$ cat src/rtl/uart_tx_fifo.sv
// UART transmitter with configurable data width, parity and stop bits, fed by a
// small transmit FIFO with a valid/ready write port. Baud timing is generated internally.
module uart_tx_fifo #(
    parameter int DATA_BITS    = 8,
    parameter int CLKS_PER_BIT = 5208,
    parameter int PARITY       = 0,
    parameter int STOP_BITS    = 1,
    parameter int FIFO_DEPTH   = 4,
    parameter int CNT_W        = 13
) (
    input  logic                          clk,
    input  logic                          rst,
    input  logic [DATA_BITS-1:0]          tx_data,
    input  logic                          tx_valid,
    output logic                          tx_ready,
    output logic                          bit_out,
    output logic                          busy,
    output logic                          isDone,
    output logic [$clog2(FIFO_DEPTH):0]   fifo_count
);

    localparam int PTR_W = $clog2(FIFO_DEPTH);
    localparam int BIT_W = $clog2(DATA_BITS);
    localparam logic [CNT_W-1:0] CNT_TC    = CNT_W'(CLKS_PER_BIT - 1);
    localparam logic [BIT_W-1:0] BIT_LAST  = BIT_W'(DATA_BITS - 1);
    localparam logic [PTR_W:0]   COUNT_MAX = (PTR_W + 1)'(FIFO_DEPTH);

    typedef enum logic [2:0] {
        S_IDLE,
        S_START,
        S_DATA,
        S_PARITY,
        S_STOP
    } state_t;

    logic [DATA_BITS-1:0] mem_q [FIFO_DEPTH];
    logic [PTR_W-1:0]     wr_ptr_q;
    logic [PTR_W-1:0]     rd_ptr_q;
    logic [PTR_W:0]       count_q;

    state_t               state_q, state_d;
    logic [CNT_W-1:0]     cnt_q, cnt_d;
    logic [BIT_W-1:0]     bit_idx_q, bit_idx_d;
    logic                 stop_idx_q, stop_idx_d;
    logic [DATA_BITS-1:0] shift_q, shift_d;
    logic                 par_q, par_d;

    logic                 push;
    logic                 pop;
    logic                 baud_tc;
    logic                 last_stop;
    logic                 frame_end;

    // Odd parity sets the bit when the data already holds an even number of ones.
    function automatic logic parity_of(input logic [DATA_BITS-1:0] w);
        if (PARITY == 1) begin
            return ~(^w);
        end
        return ^w;
    endfunction

    assign tx_ready   = (count_q != COUNT_MAX);
    assign fifo_count = count_q;
    assign push       = tx_valid && tx_ready;
    assign baud_tc    = (cnt_q == CNT_TC);
    assign last_stop  = (STOP_BITS == 1) || stop_idx_q;
    assign busy       = (state_q != S_IDLE);
    assign isDone     = frame_end;

    always_comb begin
        state_d    = state_q;
        cnt_d      = cnt_q;
        bit_idx_d  = bit_idx_q;
        stop_idx_d = stop_idx_q;
        shift_d    = shift_q;
        par_d      = par_q;
        pop        = 1'b0;
        frame_end  = 1'b0;

        if (state_q != S_IDLE) begin
            cnt_d = baud_tc ? '0 : cnt_q + CNT_W'(1);
        end

        case (state_q)
            S_IDLE: begin
                if (count_q != '0) begin
                    pop     = 1'b1;
                    shift_d = mem_q[rd_ptr_q];
                    par_d   = parity_of(mem_q[rd_ptr_q]);
                    cnt_d   = '0;
                    state_d = S_START;
                end
            end
            S_START: begin
                if (baud_tc) begin
                    bit_idx_d = '0;
                    state_d   = S_DATA;
                end
            end
            S_DATA: begin
                if (baud_tc) begin
                    shift_d = shift_q >> 1;
                    if (bit_idx_q == BIT_LAST) begin
                        stop_idx_d = 1'b0;
                        state_d    = (PARITY != 0) ? S_PARITY : S_STOP;
                    end else begin
                        bit_idx_d = bit_idx_q + BIT_W'(1);
                    end
                end
            end
            S_PARITY: begin
                if (baud_tc) begin
                    stop_idx_d = 1'b0;
                    state_d    = S_STOP;
                end
            end
            S_STOP: begin
                if (baud_tc) begin
                    if (last_stop) begin
                        frame_end = 1'b1;
                        // Back-to-back frames: reload straight into START with a fresh baud phase.
                        if (count_q != '0) begin
                            pop     = 1'b1;
                            shift_d = mem_q[rd_ptr_q];
                            par_d   = parity_of(mem_q[rd_ptr_q]);
                            cnt_d   = '0;
                            state_d = S_START;
                        end else begin
                            state_d = S_IDLE;
                        end
                    end else begin
                        stop_idx_d = 1'b1;
                    end
                end
            end
            default: begin
                state_d = S_IDLE;
            end
        endcase
    end

    always_comb begin
        case (state_q)
            S_START:  bit_out = 1'b0;
            S_DATA:   bit_out = shift_q[0];
            S_PARITY: bit_out = par_q;
            default:  bit_out = 1'b1;
        endcase
    end

    always_ff @(posedge clk or posedge rst) begin
        if (rst) begin
            state_q    <= S_IDLE;
            cnt_q      <= '0;
            bit_idx_q  <= '0;
            stop_idx_q <= 1'b0;
        end else begin
            state_q    <= state_d;
            cnt_q      <= cnt_d;
            bit_idx_q  <= bit_idx_d;
            stop_idx_q <= stop_idx_d;
        end
    end

    always_ff @(posedge clk or posedge rst) begin
        if (rst) begin
            wr_ptr_q <= '0;
            rd_ptr_q <= '0;
            count_q  <= '0;
        end else begin
            if (push) begin
                wr_ptr_q <= wr_ptr_q + PTR_W'(1);
            end
            if (pop) begin
                rd_ptr_q <= rd_ptr_q + PTR_W'(1);
            end
            case ({push, pop})
                2'b10:   count_q <= count_q + (PTR_W + 1)'(1);
                2'b01:   count_q <= count_q - (PTR_W + 1)'(1);
                default: count_q <= count_q;
            endcase
        end
    end

    // Payload storage carries no reset; it is only read once the control side says it is valid.
    always_ff @(posedge clk) begin
        if (push) begin
            mem_q[wr_ptr_q] <= tx_data;
        end
        shift_q <= shift_d;
        par_q   <= par_d;
    end

endmodule

$ cat config.mk
export PLATFORM = sky130hd
export DESIGN_NAME = uart_tx_fifo
export DESIGN_NICKNAME = d
export VERILOG_FILES = /design/src/rtl/uart_tx_fifo.sv
export SDC_FILE = /design/constraint.sdc
export NUM_CORES = 1
export LEC_CHECK = 0
export BUFFER_PORTS_ARGS = -buffer_cell sky130_fd_sc_hd__buf_2
export CORE_UTILIZATION = 55
export DETAILED_ROUTE_END_ITERATION = 12
export PLACE_DENSITY = 0.81
export SYNTH_ARGS = -nofsm -noshare
export SYNTH_HDL_FRONTEND = slang
export SYNTH_SLANG_ARGS = --single-unit
export TNS_END_PERCENT = 20
$ cat constraint.sdc
create_clock -name clk -period 3.79 [get_ports clk]
set_input_delay 0.1895 -clock clk [delete_from_list [all_inputs] [get_ports clk]]
set_output_delay 0.1895 -clock clk [all_outputs]
set_load 0.02 [all_outputs]
==> results by group <==
Setup path
  • WP data arrival: 3.26 ns
  • WS Path Type: flip-flop to flip-flop
  • Startpoint types: flip-flop
  • Worst EP required: 4.06 ns
  • Most frequent CP cell: xor2_1
  • CP Cell Sequence: or4b_1, o31ai_1, and3b_1, ha_1, inv_1, fa_1, xor2_1, nor2_1, xor2_1
  • Worst path max stage delay: 0.55 ns
  • Max FO, Critical Path: 6
  • CP max-delay cell: or4b_1
  • Crit end category: flip-flop
  • Top cell family by delay on the critical path: simple AND/OR/NAND/NOR gates
  • Buffers & Inverters on Critical Path: 1

GRT
  • Initial antenna violation count: 0
  • Gr usage total: 0.198
  • Global route overflow: 0
  • Vias in the first global route: 1,748
  • First-pass GRT wire length: 8.63 mm
  • Largest net degree at the start of global routing: 27

Placement
  • GP Congestion: 0.777
  • Placed insts: 299
  • Port bufs: 17
  • DP HPWL: 3.57 mm

Cells and area
  • Syn-to-layout area delta: 10.4%
  • Area of the multi-input gates: 1100 um2
  • Diode count: 0
  • Commonest cells after routing, fill and taps aside: edfxtp_1 (41), dfrtp_1 (26), nor2_1 (18)
  • Register Area: 1880 um2
  • Cell Count, Final, Fillers Out: 315
  • Layout cells sized above 1: 0.196
  • Commonest non-fill, non-tap cell in the layout: edfxtp_1
  • Total Nets Final: 260
  • Fillers: 374

Clock tree
  • Clock Tree Buf Depth: 2
  • Inserted Clock Buffers: 9
  • Hold buffer count at CTS: 0
  • CTS Sinks: 67
  • Buffer count from post-CTS setup fixing: 0
  • Cts repair resizes: 0
  • CTS tree: done
  • Clk slew on worst S/H paths: 0.07 ns
  • Clk root buf: clkbuf_8
  • Htree depth: 3
  • Clock Latency Late Sink: 0.34 ns

STA
  • Slew headroom: 0.337
  • Final Setup Violations: 0
  • Final Cycle Share: 0.791
  • Pins Over Slew Limit: 0
  • Final hold vios: 0
  • RSZ-0062 raised after global routing: false
  • Clock Skews: 0.00924 ns
  • Minimum clock period: 3.00 ns
  • Setup TNS: 0 ns
  • Fmax: 0.334 GHz
  • Tightest Pin Transition: 0.993 ns

Detailed routing
  • Final WL: 5.18 mm
  • Vias/cell: 5.67
  • Iter 0 DRT Violations: 115
  • Drt wl/cell: 16.5 um
  • First drt pass iteration count: 4
  • Post-DRT Antenna Nets: 0
  • Total number of vias: 1,786
  • DRC violations left: 0

Floorplanning
  • Rows: 26
  • Die height: 76.8 um
  • Die Wd: 76.8 um
  • Core ar.: 5240 um2
  • Die area: 5890 um2
  • I/O pins: 18
  • Initial Util: 0.587

Yosys
  • Mapped Area: 3070 um2
  • FF+latch count, synth: 67
  • Post-Syn Instances: 220
  • Yosys warnings: 0
  • Synth cell types: 46
  • Synthesized area per cell: 14.0 um2
  • Number of synthesized flops with an enable pin: 41
  • Synth async-reset ratio: 0.388
  • Dominant synthesized flop cell: edfxtp_1
  • Share of the yosys chip area belonging to registers: 0.612
  • Synth Net Count: 240

Outcome
  • Status: complete, no violations

Power and ir drop
  • Power density over cell area: 543 nW/um2
  • Static Leak: 1.36 nW
  • Final Power: 1.84 mW
  • Peak VDD IR: 0.473 mV

Min path
  • Hold crit path type: input port to flip-flop

Run
  • # Max-Cap Violations: 0
[registers in the layout, indices dropped and copies added (netlist names), 2 cells and up]
signal	count
rd_ptr_q	2
mem_q	32
shift_q	8
bit_idx_q	3
state_q	3
wr_ptr_q	2
fifo_count	3
cnt_q	13
[layer usage]
metal | routed length (um) | GRT usage | vias up
met1 | 2450 | 0.262 | 876
met4 | 102 | 0.110 | 0
met5 | 0 | 0 | -
met3 | 216 | 0.0500 | 9
li1 | - | - | 859
met2 | 2420 | 0.299 | 42
[through the flow]
step           hold slack, ns  area [um2]  utilization  setup WS [ns]
5_1_grt                0.0481        3390        0.648          0.538
2_1_floorplan           0.230        3070            -           1.11
3_3_place_gp            0.402        3200        0.612          0.928
4_1_cts                0.0457        3390        0.648          0.789
3_5_place_dp            0.407        3200        0.612          0.804
6_report               0.0638        3390        0.648          0.793
[cell usage after synthesis (4+ instances only)]
cell type   n  area, um2
inv_1      11       41.3
xor2_1     10       87.6
a21oi_1     7       35.0
mux4_2      8        180
xnor2_1    12        105
a22o_1      9       78.8
o21ai_0     4       20.0
nor3_1      4       20.0
ha_1        8        100
dfrtp_1    26        651
mux2i_1     4       40.0
clkbuf_1    4       15.0
nor2_1     18       67.6
and3_1      5       31.3
nand2_1     6       22.5
nand4_1     5       31.3
nand3_1     6       30.0
edfxtp_1   41       1230
[worst register-to-register path: stages (launching register included)]
cell and delay, ns:
dfrtp_1 0.45, or4b_1 0.55, o31ai_1 0.47, and3b_1 0.35, ha_1 0.23, inv_1 0.07, fa_1 0.37, xor2_1 0.16
nor2_1 0.13, xor2_1 0.15
[logic make-up (layout without fill, tap and decap cells)]
family / after synthesis / count (layout) / synth area share
buffers and inverters: 20 / 45 / 0.0289
XOR/XNOR: 22 / 22 / 0.0627
multiplexers: 14 / 14 / 0.0802
AO/OA/AOI/OAI: 25 / 25 / 0.0582
adder cells (fa/ha/maj): 10 / 10 / 0.0423
AND/OR/NAND/NOR: 62 / 62 / 0.116
flip-flops: 67 / 67 / 0.612
[path summary, 6_finish.rpt]
kind	startpoint	slack (ns)	to	cells past startpoint
max	cnt_q[3]	0.79	fifo_count[2]	9
min	tx_data[5]	0.06	mem_q[0][5]	1
max reg2reg	cnt_q[3]	0.79	fifo_count[2]	9
min reg2reg	bit_idx_q[1]	0.51	bit_idx_q[1]	1
max in group asynchronous	rst	3.11	bit_idx_q[2]	2
min in group asynchronous	rst	0.07	fifo_count[0]	2
[layout make-up]
type                            count  area share
Timing Repair Buffer               17      0.0251
Tap cell                           70      0.0258
Inverter                           12      0.0133
Clock inverter                      7      0.0199
Multi-Input combinational cell    133       0.325
Sequential cell                    67       0.554
Clock buffer                        9      0.0365
[power breakdown]
group | switching, mW | leakage (nW) | internal [mW]
logic | 0.194 | 0.556 | 0.137
registers | 0.0438 | 0.706 | 0.894
clock network | 0.274 | 0.0931 | 0.301
No activity file was read; power rests on OpenSTA's default activity.
